**src/rtl/uart_pkg.sv**
```systemverilog
// Shared UART definitions: serialiser state encoding, data width and
// baud divisor helper. Used by the TX path now and the RX path later.
package uart_pkg;

    localparam int unsigned UART_DATA_WL = 8;

    // PARITY stays in the encoding even when parity generation is disabled.
    typedef enum logic [2:0] {
        IDLE,
        START,
        DATA,
        PARITY,
        STOP
    } tx_state_t;

    // Integer clock cycles per serial bit.
    function automatic int unsigned clks_per_bit(input int unsigned clk_freq,
                                                 input int unsigned baud);
        return clk_freq / baud;
    endfunction

endpackage

```
**src/rtl/sync_fifo.sv**
```systemverilog
// Single-clock FIFO with a separate occupancy counter so full and empty are
// never ambiguous. Pushes while full and pops while empty are ignored.
module sync_fifo #(
    parameter int unsigned WIDTH = 8,
    parameter int unsigned DEPTH = 16
) (
    input  logic                     clk,
    input  logic                     reset,
    input  logic                     push,
    input  logic                     pop,
    input  logic [WIDTH-1:0]         din,
    output logic [WIDTH-1:0]         dout,
    output logic                     full,
    output logic                     empty,
    output logic [$clog2(DEPTH):0]   level
);

    localparam int unsigned AW = $clog2(DEPTH);
    localparam int unsigned LW = AW + 1;

    logic [WIDTH-1:0] mem_q [DEPTH];
    logic [AW-1:0]    wr_ptr_q;
    logic [AW-1:0]    rd_ptr_q;
    logic [LW-1:0]    level_q;
    logic [LW-1:0]    level_d;
    logic             do_push;
    logic             do_pop;

    assign full    = (level_q == LW'(DEPTH));
    assign empty   = (level_q == '0);
    assign level   = level_q;
    assign dout    = mem_q[rd_ptr_q];
    assign do_push = push && !full;
    assign do_pop  = pop && !empty;

    // Occupancy next-state: simultaneous push and pop leave it unchanged.
    always_comb begin
        level_d = level_q;
        if (do_push && !do_pop) begin
            level_d = level_q + LW'(1);
        end else if (!do_push && do_pop) begin
            level_d = level_q - LW'(1);
        end
    end

    // Storage array; contents need no reset since level gates every read.
    always_ff @(posedge clk) begin
        if (do_push) begin
            mem_q[wr_ptr_q] <= din;
        end
    end

    // Pointers wrap naturally at the power-of-two depth.
    always_ff @(posedge clk) begin
        if (!reset) begin
            wr_ptr_q <= '0;
            rd_ptr_q <= '0;
            level_q  <= '0;
        end else begin
            if (do_push) begin
                wr_ptr_q <= wr_ptr_q + AW'(1);
            end
            if (do_pop) begin
                rd_ptr_q <= rd_ptr_q + AW'(1);
            end
            level_q <= level_d;
        end
    end

endmodule

```
**src/rtl/uart_tx_fifo.sv**
```systemverilog
// UART transmitter: byte FIFO fed by CPU writes, drained by an 8N1 (or 8E1)
// serialiser onto uart_tx. Optional even parity bit: define UART_TX_PARITY_EN.
module uart_tx_fifo
    import uart_pkg::*;
#(
    parameter int unsigned CLK_FREQ   = 100000000,
    parameter int unsigned BAUD_RATE  = 115200,
    parameter int unsigned FIFO_DEPTH = 16,
    parameter int unsigned STOP_BITS  = 1
) (
    input  logic                          clk,
    input  logic                          reset,
    input  logic                          wr_en,
    input  logic [UART_DATA_WL-1:0]       wr_data,
    input  logic                          clr_overflow,
    output logic                          full,
    output logic                          empty,
    output logic [$clog2(FIFO_DEPTH):0]   level,
    output logic                          busy,
    output logic                          tx_done,
    output logic                          overflow,
    output logic                          uart_tx
);

    localparam int unsigned CPB       = clks_per_bit(CLK_FREQ, BAUD_RATE);
    localparam int unsigned STOP_CLKS = STOP_BITS * CPB;
    localparam int unsigned CNT_W     = $clog2(STOP_CLKS);

    localparam logic [CNT_W-1:0] BIT_LAST  = CNT_W'(CPB - 1);
    localparam logic [CNT_W-1:0] STOP_LAST = CNT_W'(STOP_CLKS - 1);
    localparam logic [CNT_W-1:0] STOP_PRE  = CNT_W'(STOP_CLKS - 2);

    tx_state_t               state_q;
    logic [CNT_W-1:0]        cnt_q;
    logic [2:0]              bit_idx_q;
    logic [UART_DATA_WL-1:0] shift_q;
    logic                    tx_q;
    logic                    done_q;
    logic                    overflow_q;
`ifdef UART_TX_PARITY_EN
    logic                    parity_q;
`endif

    logic [UART_DATA_WL-1:0] fifo_dout;
    logic                    fifo_full;
    logic                    fifo_empty;
    logic                    fifo_push;
    logic                    fifo_pop;

    assign fifo_push = wr_en && !fifo_full;
    assign fifo_pop  = (state_q == IDLE) && !fifo_empty;

    sync_fifo #(
        .WIDTH (UART_DATA_WL),
        .DEPTH (FIFO_DEPTH)
    ) u_fifo (
        .clk   (clk),
        .reset (reset),
        .push  (fifo_push),
        .pop   (fifo_pop),
        .din   (wr_data),
        .dout  (fifo_dout),
        .full  (fifo_full),
        .empty (fifo_empty),
        .level (level)
    );

    assign full     = fifo_full;
    assign empty    = fifo_empty;
    assign busy     = (state_q != IDLE);
    assign tx_done  = done_q;
    assign overflow = overflow_q;
    assign uart_tx  = tx_q;

    // Sticky overflow: a dropped push (full checked before any pop) beats a clear.
    always_ff @(posedge clk) begin
        if (!reset) begin
            overflow_q <= 1'b0;
        end else if (wr_en && fifo_full) begin
            overflow_q <= 1'b1;
        end else if (clr_overflow) begin
            overflow_q <= 1'b0;
        end
    end

    // Serialiser: uart_tx and tx_done are registered alongside the state so
    // the line changes exactly on state/bit boundaries.
    always_ff @(posedge clk) begin
        if (!reset) begin
            state_q   <= IDLE;
            cnt_q     <= '0;
            bit_idx_q <= '0;
            shift_q   <= '0;
            tx_q      <= 1'b1;
            done_q    <= 1'b0;
`ifdef UART_TX_PARITY_EN
            parity_q  <= 1'b0;
`endif
        end else begin
            done_q <= 1'b0;
            case (state_q)
                IDLE: begin
                    tx_q  <= 1'b1;
                    cnt_q <= '0;
                    if (!fifo_empty) begin
                        shift_q  <= fifo_dout;
`ifdef UART_TX_PARITY_EN
                        parity_q <= ^fifo_dout;
`endif
                        tx_q     <= 1'b0;
                        state_q  <= START;
                    end
                end
                START: begin
                    if (cnt_q == BIT_LAST) begin
                        cnt_q     <= '0;
                        bit_idx_q <= '0;
                        tx_q      <= shift_q[0];
                        state_q   <= DATA;
                    end else begin
                        cnt_q <= cnt_q + CNT_W'(1);
                    end
                end
                DATA: begin
                    if (cnt_q == BIT_LAST) begin
                        cnt_q <= '0;
                        if (bit_idx_q == 3'd7) begin
`ifdef UART_TX_PARITY_EN
                            tx_q    <= parity_q;
                            state_q <= PARITY;
`else
                            tx_q    <= 1'b1;
                            state_q <= STOP;
`endif
                        end else begin
                            // Next bit is shift_q[1] before the shift lands.
                            shift_q   <= shift_q >> 1;
                            tx_q      <= shift_q[1];
                            bit_idx_q <= bit_idx_q + 3'd1;
                        end
                    end else begin
                        cnt_q <= cnt_q + CNT_W'(1);
                    end
                end
                PARITY: begin
`ifdef UART_TX_PARITY_EN
                    if (cnt_q == BIT_LAST) begin
                        cnt_q   <= '0;
                        tx_q    <= 1'b1;
                        state_q <= STOP;
                    end else begin
                        cnt_q <= cnt_q + CNT_W'(1);
                    end
`else
                    tx_q    <= 1'b1;
                    cnt_q   <= '0;
                    state_q <= IDLE;
`endif
                end
                STOP: begin
                    // Raised one cycle early so the pulse covers the final stop cycle.
                    if (cnt_q == STOP_PRE) begin
                        done_q <= 1'b1;
                    end
                    if (cnt_q == STOP_LAST) begin
                        cnt_q   <= '0;
                        state_q <= IDLE;
                    end else begin
                        cnt_q <= cnt_q + CNT_W'(1);
                    end
                end
                default: begin
                    tx_q    <= 1'b1;
                    cnt_q   <= '0;
                    state_q <= IDLE;
                end
            endcase
        end
    end

endmodule

```
**config.mk**
```make
export PLATFORM = sky130hd
export DESIGN_NAME = uart_tx_fifo
export DESIGN_NICKNAME = d
export VERILOG_FILES = /design/src/rtl/uart_pkg.sv /design/src/rtl/sync_fifo.sv /design/src/rtl/uart_tx_fifo.sv
export SDC_FILE = /design/constraint.sdc
export NUM_CORES = 1
export LEC_CHECK = 0
export ABC_AREA = 1
export CAP_MARGIN = 20
export CORE_UTILIZATION = 42
export CTS_CLUSTER_SIZE = 25
export DETAILED_ROUTE_END_ITERATION = 6
export PLACE_DENSITY = 0.66
export SKIP_CTS_REPAIR_TIMING = 1
export SLEW_MARGIN = 20
export SYNTH_ARGS = -nofsm -noshare
export SYNTH_HDL_FRONTEND = slang
export SYNTH_SLANG_ARGS = --single-unit
```
**constraint.sdc**
```tcl
create_clock -name clk -period 4.77 [get_ports clk]
set_input_delay 0.477 -clock clk [delete_from_list [all_inputs] [get_ports clk]]
set_output_delay 0.477 -clock clk [all_outputs]
set_load 0.02 [all_outputs]
```
# Word-level counts from Yosys, hierarchy flattened
# Memories as Yosys holds them, arrays and structs flattened. A register that Yosys moved wholly into a read port is not among the register bits.
# Index checks and enable logic that the tools add are counted.
word_totals:
  word_cells: 85
  out_inout_bits: 11
  mem_bits_rw: 128
  reg_bits: 40
  inputBits: 12
  memories: 1
memory_table:
  columns: ["name", "depth", "width", "rd", "rd_ports_with_merged_regs", "wr", "line_no", "source"]
  rows:
  - ["u_fifo.mem_q", 16, 8, 1, 1, 1, "sync_fifo.sv:21", "logic [WIDTH-1:0] mem_q [DEPTH];"]
classes:
  n_reduce_logical: 25
  bitwise_logic: 3
  addsub: 6
  n_mux: 27
  eq_ne: 13
op_table:
  columns: ["op", "n"]
  rows:
  - ["$mux 8", 3]
  - ["$mux 3", 7]
  - ["$eq 10x10->1 const B", 2]
  - ["$pmux 8 s2", 1]
  - ["$ne 2x2->1 const B", 6]
  - ["$pmux 3 s4", 1]
  - ["$add 10x1->10 const B", 1]
  - ["$mux 5", 2]
  - ["$mux 1", 9]
  - ["$add 4x1->4 const B", 2]
  - ["$mux 4", 2]
  - ["$reduce_and 4->1", 2]
  - ["$reduce_bool 2->1", 4]
  - ["$logic_and 1x1->1", 7]
  - ["$eq 3x3->1 const B", 2]
  - ["$pmux 3 s2", 1]
  - ["$reduce_or 3->1", 2]
  - ["$add 5x1->5 const B", 1]
  - ["$eq 5x5->1 const B", 1]
  - ["$logic_not 5->1", 1]
  - ["$reduce_and 5->1", 1]
  - ["$sub 5x1->5 const B", 1]
  - ["$logic_not 1->1", 4]
  - ["$pmux 1 s4", 1]
  - ["other kinds (8)", 10]

# Longest topological paths before layout
logic_depth:
  depth_word: 8
  mapped_depth: 17
  ltp_nobuf: 17

# Cells and area by module
# A second synthesis with hierarchy kept.
unflattened:
  cells_unflattened: 881
  area_unflattened_um2: 7958.9
by_module_without_submodules:
  columns: ["mod", "area_each_um2", "n_inst", "seq_area_each_um2", "cells_per_inst"]
  rows:
  - ["sync_fifo", 6462.4, 1, 4184.0, 658]
  - ["uart_tx_fifo", 1496.4, 1, 540.5, 223]

# Worst setup path before layout
# Ideal clock, no wire load.
synth_path:
  kind: "register -> register"
  from: "register u_fifo.level_q[0], in the netlist u_fifo.level[0]"
  to: "register u_fifo.level_q[4], in the netlist u_fifo.level[4]"
  arrival_time_ns: 2.341
  synth_period_minus_slack_ns: 2.454
  setup_time_ns: 0.113
  path_slack_ns: 2.316
  path_buffers: 0
  t_required_ns: 4.657
  path_stages_with_launch: 16
  path_cell_list: "dfxtp_1 nor2_1 nand3_1 nor2_1 inv_1 nand2_2 inv_2 ha_1 inv_1 ha_1 a21oi_1 nor2_1 o21ai_0 nand3_1 nor2_1 nor2_1"
synth_between:
  elab_chain_len: 7
  elab_cells_between_ends: 17
  cone_classes: "add/sub (2); eq/ne (1); mux (2); reduce/logical (12)"
synth_lines:
  columns: ["item", "line_no", "source"]
  rows:
  - ["start, declared", "sync_fifo.sv:24", "logic [LW-1:0] level_q;"]
  - ["start signal, assigned", "sync_fifo.sv:66", "level_q <= level_d;"]
  - ["$eq 5x5->1 (*)", "sync_fifo.sv:29", "assign full = (level_q == LW'(DEPTH));"]
  - ["via full", "uart_tx_fifo.sv:16", "output logic full,"]
  - ["$logic_not 1->1 (*)", "sync_fifo.sv:33, uart_tx_fifo.sv:50", null]
  - ["$logic_and 1x1->1", "uart_tx_fifo.sv:50", "assign fifo_push = wr_en && !fifo_full;"]
  - ["$logic_and 1x1->1 (*)", "sync_fifo.sv:33", "assign do_push = push && !full;"]
  - ["via u_fifo.do_push", "sync_fifo.sv:26", "logic do_push;"]
  - ["$logic_not 1->1", "sync_fifo.sv:41", "end else if (!do_push && do_pop) begin"]
  - ["$logic_and 1x1->1", "sync_fifo.sv:41", null]
  - ["$reduce_bool 2->1 (no line)", null, null]
# Mark *: on every way through the listed nets, which the timed path passes. The rest lies on a longest branch. The select of a mux whose other input is x is not followed.
# A chain may end at the register's enable or synchronous reset.

# Worst setup path in the final report
layout_path:
  from: "register u_fifo.level_q[1], in the netlist u_fifo.level[1]"
  to: "register u_fifo.level_q[4], in the netlist u_fifo.level[4]"
layout_between:
  elab_chain_len: 7
  elab_cells_between_ends: 17
  cone_classes: "add/sub (2); eq/ne (1); mux (2); reduce/logical (12)"
layout_lines:
  columns: ["item", "line_no"]
  rows:
  - ["$eq 5x5->1 (*)", "sync_fifo.sv:29"]
  - ["$logic_not 1->1 (*)", "sync_fifo.sv:33, uart_tx_fifo.sv:50"]
  - ["$logic_and 1x1->1", "uart_tx_fifo.sv:50"]
  - ["$logic_and 1x1->1 (*)", "sync_fifo.sv:33"]
  - ["via u_fifo.do_push", "sync_fifo.sv:26"]
  - ["$logic_not 1->1", "sync_fifo.sv:41"]
  - ["$logic_and 1x1->1", "sync_fifo.sv:41"]
  - ["$reduce_bool 2->1 (no line)", null]
# Marked as above.

==> results.py <==
metrics = {
    "outcome": {
        "status": "finished, final reports clean",
    },
    "clock_network": {
        "cts-root-buf": "clkbuf_16",
        "clk_path_buf_depth": 2,
        "tritoncts": "done",
        "path_clk_slew_ns": 0.06,
        "htree_levels": 4,
        "clock_latency_ns": 0.43,
        "numCtsBuffers": 17,
        "cts_sinks": 172,
    },
    "timing": {
        "tns_ns": 0,
        "timing.slew.headroom": 0.372,
        "finalHoldViolCount": 0,
        "setup_violations": 0,
        "tightest_slew_ns": 0.942,
        "slew_violations": 0,
        "period_share": 0.496,
        "rsz0062_at_grt": "false",
        "fin_crit_ns": 2.37,
        "hold-worst-slack_ns": 0.467,
        "finClkSkew_ns": 0.00898,
        "fmax_mhz": 423,
    },
    "global_route": {
        "grt_pass1_vias": 4892,
        "grt.total_usage": 0.186,
        "grt_remaining_overflow": 0,
        "grt_max_degree": 65,
        "antenna_found_initial": 0,
        "grt_pass1_wl_mm": 25.4,
    },
    "logic_synthesis": {
        "yosysTopAreaCell": "edfxtp_1",
        "synth_area_leaders": "edfxtp_1 (51%), nand2_1 (12%), dfxtp_1 (12%)",
        "synth_edf_count": 128,
        "synth_top_family_by_area": "simple AND/OR/NAND/NOR gates",
        "synth-seq-area-share": 0.624,
        "synthFlopType": "edfxtp_1",
        "synthMuxAreaShare": 0,
        "synth-seq-cells": 172,
        "synth-simple-area-share": 0.249,
        "async_reset_ff_frac": 0,
        "mappedNetlistNets": 819,
        "syn_avg_cell_area_um2": 9.55,
        "synth_top_area_frac": 0.508,
        "synthXorXnorAreaFrac": 0.00579,
        "postSynthCellCount": 792,
        "yosysWarnings": 0,
        "netlist_top_cells_count": "nand2_1 (247), edfxtp_1 (128), nand3_1 (102)",
        "synth-compound-area-share": 0.0299,
        "synthAdderAreaFrac": 0.0258,
        "synth.most_common_cell": "nand2_1",
        "synthDistinctLibCells": 32,
        "synth_area_um2": 7570,
    },
    "pwr": {
        "p_comb_frac": 0.323,
        "ir_worst_vdd_v": 0.000570,
        "p_sw_frac": 0.364,
        "clock_power_share": 0.286,
        "p_int_mw": 2.94,
        "switching_power_mw": 1.68,
        "p_leak_nw": 3.47,
        "powerDensity_nw_per_um2": 542,
        "seq_power_share": 0.391,
    },
    "floorplanning": {
        "rows": 48,
        "dieHeight_um": 136,
        "core-area_um2": 17400,
        "chipWidth_um": 136,
        "dieArea_um2": 18600,
        "num_io_pins": 23,
        "start_util": 0.434,
    },
    "critical_path": {
        "cpLargestDelayFamily": "simple AND/OR/NAND/NOR gates",
        "cp-endpoint": "u_fifo.level[4]",
        "slowest_delay_ns": 0.34,
        "cp_data_arrival_time_ns": 2.74,
        "critPathLaunch": "u_fifo.level[1]",
        "rr_worst_depth": 16,
        "critPathSlowestCell": "dfxtp_1",
        "cp.required_ns": 5.14,
        "cp.depth": 16,
        "crit_buf_inv": 4,
        "cp-start-kind": "flip-flop",
        "crit_type": "flip-flop to flip-flop",
        "r2r_start": "u_fifo.level[1]",
        "cp-end-kind": "flip-flop",
        "crit_chain": "inv_1 > nand3_1 > nor2_1 > inv_1 > nand2_2 > inv_2 > ha_1 > inv_1 > ha_1 > a21oi_1 > nor2_1 > o21ai_0 > nand3_1 > nand2_1 > nand2_1 > nor2_1",
        "reg2reg_to": "u_fifo.level[4]",
        "r2r_slack_ns": 2.40,
        "crit_fanout": 6,
    },
    "routing": {
        "ant_nets": 0,
        "drc_errors": 0,
        "dr_total_vias": 5197,
        "dr.pass1.iters": 6,
        "wl_mm": 16.1,
        "initialDrtViolationCount": 353,
        "avgRoutedWirePerCell_um": 15.4,
        "vias_per_cell": 4.97,
    },
    "finish": {
        "fill_cells": 1609,
        "final_nets": 835,
        "final_util": 0.490,
        "seqCellArea_um2": 4730,
        "antenna_cells": 0,
        "multi_input_area_um2": 2350,
        "drive_gt1_frac": 0.0755,
        "area_growth_syn_to_layout_pct": 12.7,
        "final_cells": 1046,
    },
    "placed_design": {
        "port_buffers": 22,
        "place_congestion": 0.803,
        "placed_cells": 1014,
        "place_hpwl_mm": 9.90,
    },
    "worst_hold_path": {
        "hold_class": "flip-flop to flip-flop",
    },
    "job": {
        "max-cap-violations": 0,
    },
}
-- sequential cells by signal (all words and copies together), names as in the netlist, named ones only --
name,flops
u_fifo.rd_ptr_q,4
uart_tx,1
state_q,3
overflow,1
cnt_q,10
u_fifo.level,5
tx_done,1
u_fifo.wr_ptr_q,4
shift_q,8
bit_idx_q,3
u_fifo.mem_q,128
-- final cells by class --
class,count,area share
timing repair buffer,25,0.0285
clock inverter,15,0.0164
tap,225,0.0330
multi-input combinational,495,0.275
clock buffer,17,0.0499
inverter,97,0.0428
sequential,172,0.554
-- stage by stage --
stage | total power, mW | instance area (um2) | setup WS, ns
final | 4.62 | 8530 | 2.40
after global routing | 4.89 | 8530 | 2.19
after CTS | 4.65 | 8530 | 2.40
after detailed placement | 3.32 | 7960 | 2.08
after global placement | 3.30 | 7960 | 2.17
after floorplan | 2.92 | 7570 | 2.32
-- metal layers --
metal	GRT usage	up-vias	wire length, um	part of all wire
li1	-	2611	-	-
met1	0.238	2439	7120	0.44
met2	0.307	125	7910	0.49
met3	0.0343	22	739	0.046
met4	0.0815	0	367	0.023
met5	0	-	0	0
-- cell families (layout without fill, tap and decap cells) --
kind of cell / count (synthesis) / in the layout
xor gates and xnor gates: 5 / 5
and+or+nand+nor: 434 / 434
DFF: 172 / 172
adders and majority gates: 15 / 15
AOI/OAI and AO/OA: 41 / 41
buffers and inverters: 125 / 154
-- placed cells by master (no fill, tap or decap), types with 2 or more instances in the layout --
master / netlist / routed
a21oi_1: 22 / 22
a21oi_2: 2 / 2
buf_4: 0 / 3
clkbuf_16: 0 / 17
clkdlybuf4s50_1: 0 / 22
clkinv_1: 1 / 2
clkinv_2: 0 / 3
clkinv_4: 0 / 3
clkinvlp_4: 0 / 4
dfxtp_1: 44 / 43
edfxtp_1: 128 / 128
ha_1: 14 / 14
inv_1: 92 / 92
inv_2: 4 / 3
inv_6: 0 / 2
inv_8: 0 / 2
nand2_1: 247 / 247
nand2_2: 7 / 7
nand2_4: 2 / 2
nand3_1: 102 / 102
nand4_1: 4 / 4
nor2_1: 61 / 61
nor2_2: 4 / 4
nor3_4: 2 / 2
nor3b_2: 3 / 3
o21ai_0: 12 / 12
xor2_1: 4 / 4
-- worst min path at each step --
stage | slack [ns] | cells after the start | from | endpoint
3_5_place_dp | 0.46 | 2 | shift_q[2] | shift_q[2]
6_report | 0.47 | 2 | shift_q[0] | shift_q[0]
5_1_grt | 0.48 | 2 | shift_q[2] | shift_q[2]
3_3_place_gp | 0.45 | 1 | cnt_q[0] | cnt_q[0]
4_1_cts | 0.47 | 2 | shift_q[2] | shift_q[2]
2_1_floorplan | 0.43 | 1 | cnt_q[0] | cnt_q[0]
-- tightest hold or removal path, stage by stage, from the launching register on --
cell and delay [ns]:
dfxtp_1 0.31, nand2_1 0.06, a21oi_1 0.05
-- power groups by stage --
| stage | logic, mW | clock network [mW] | registers, mW |
|---|---|---|---|
| 2_1_floorplan | 1.08 | 0 | 1.84 |
| 3_3_place_gp | 1.46 | 0 | 1.83 |
| 3_5_place_dp | 1.49 | 0 | 1.84 |
| 4_1_cts | 1.50 | 1.35 | 1.80 |
| 5_1_grt | 1.67 | 1.40 | 1.82 |
| 6_report | 1.49 | 1.32 | 1.80 |
No activity file was read; power rests on OpenSTA's default activity.
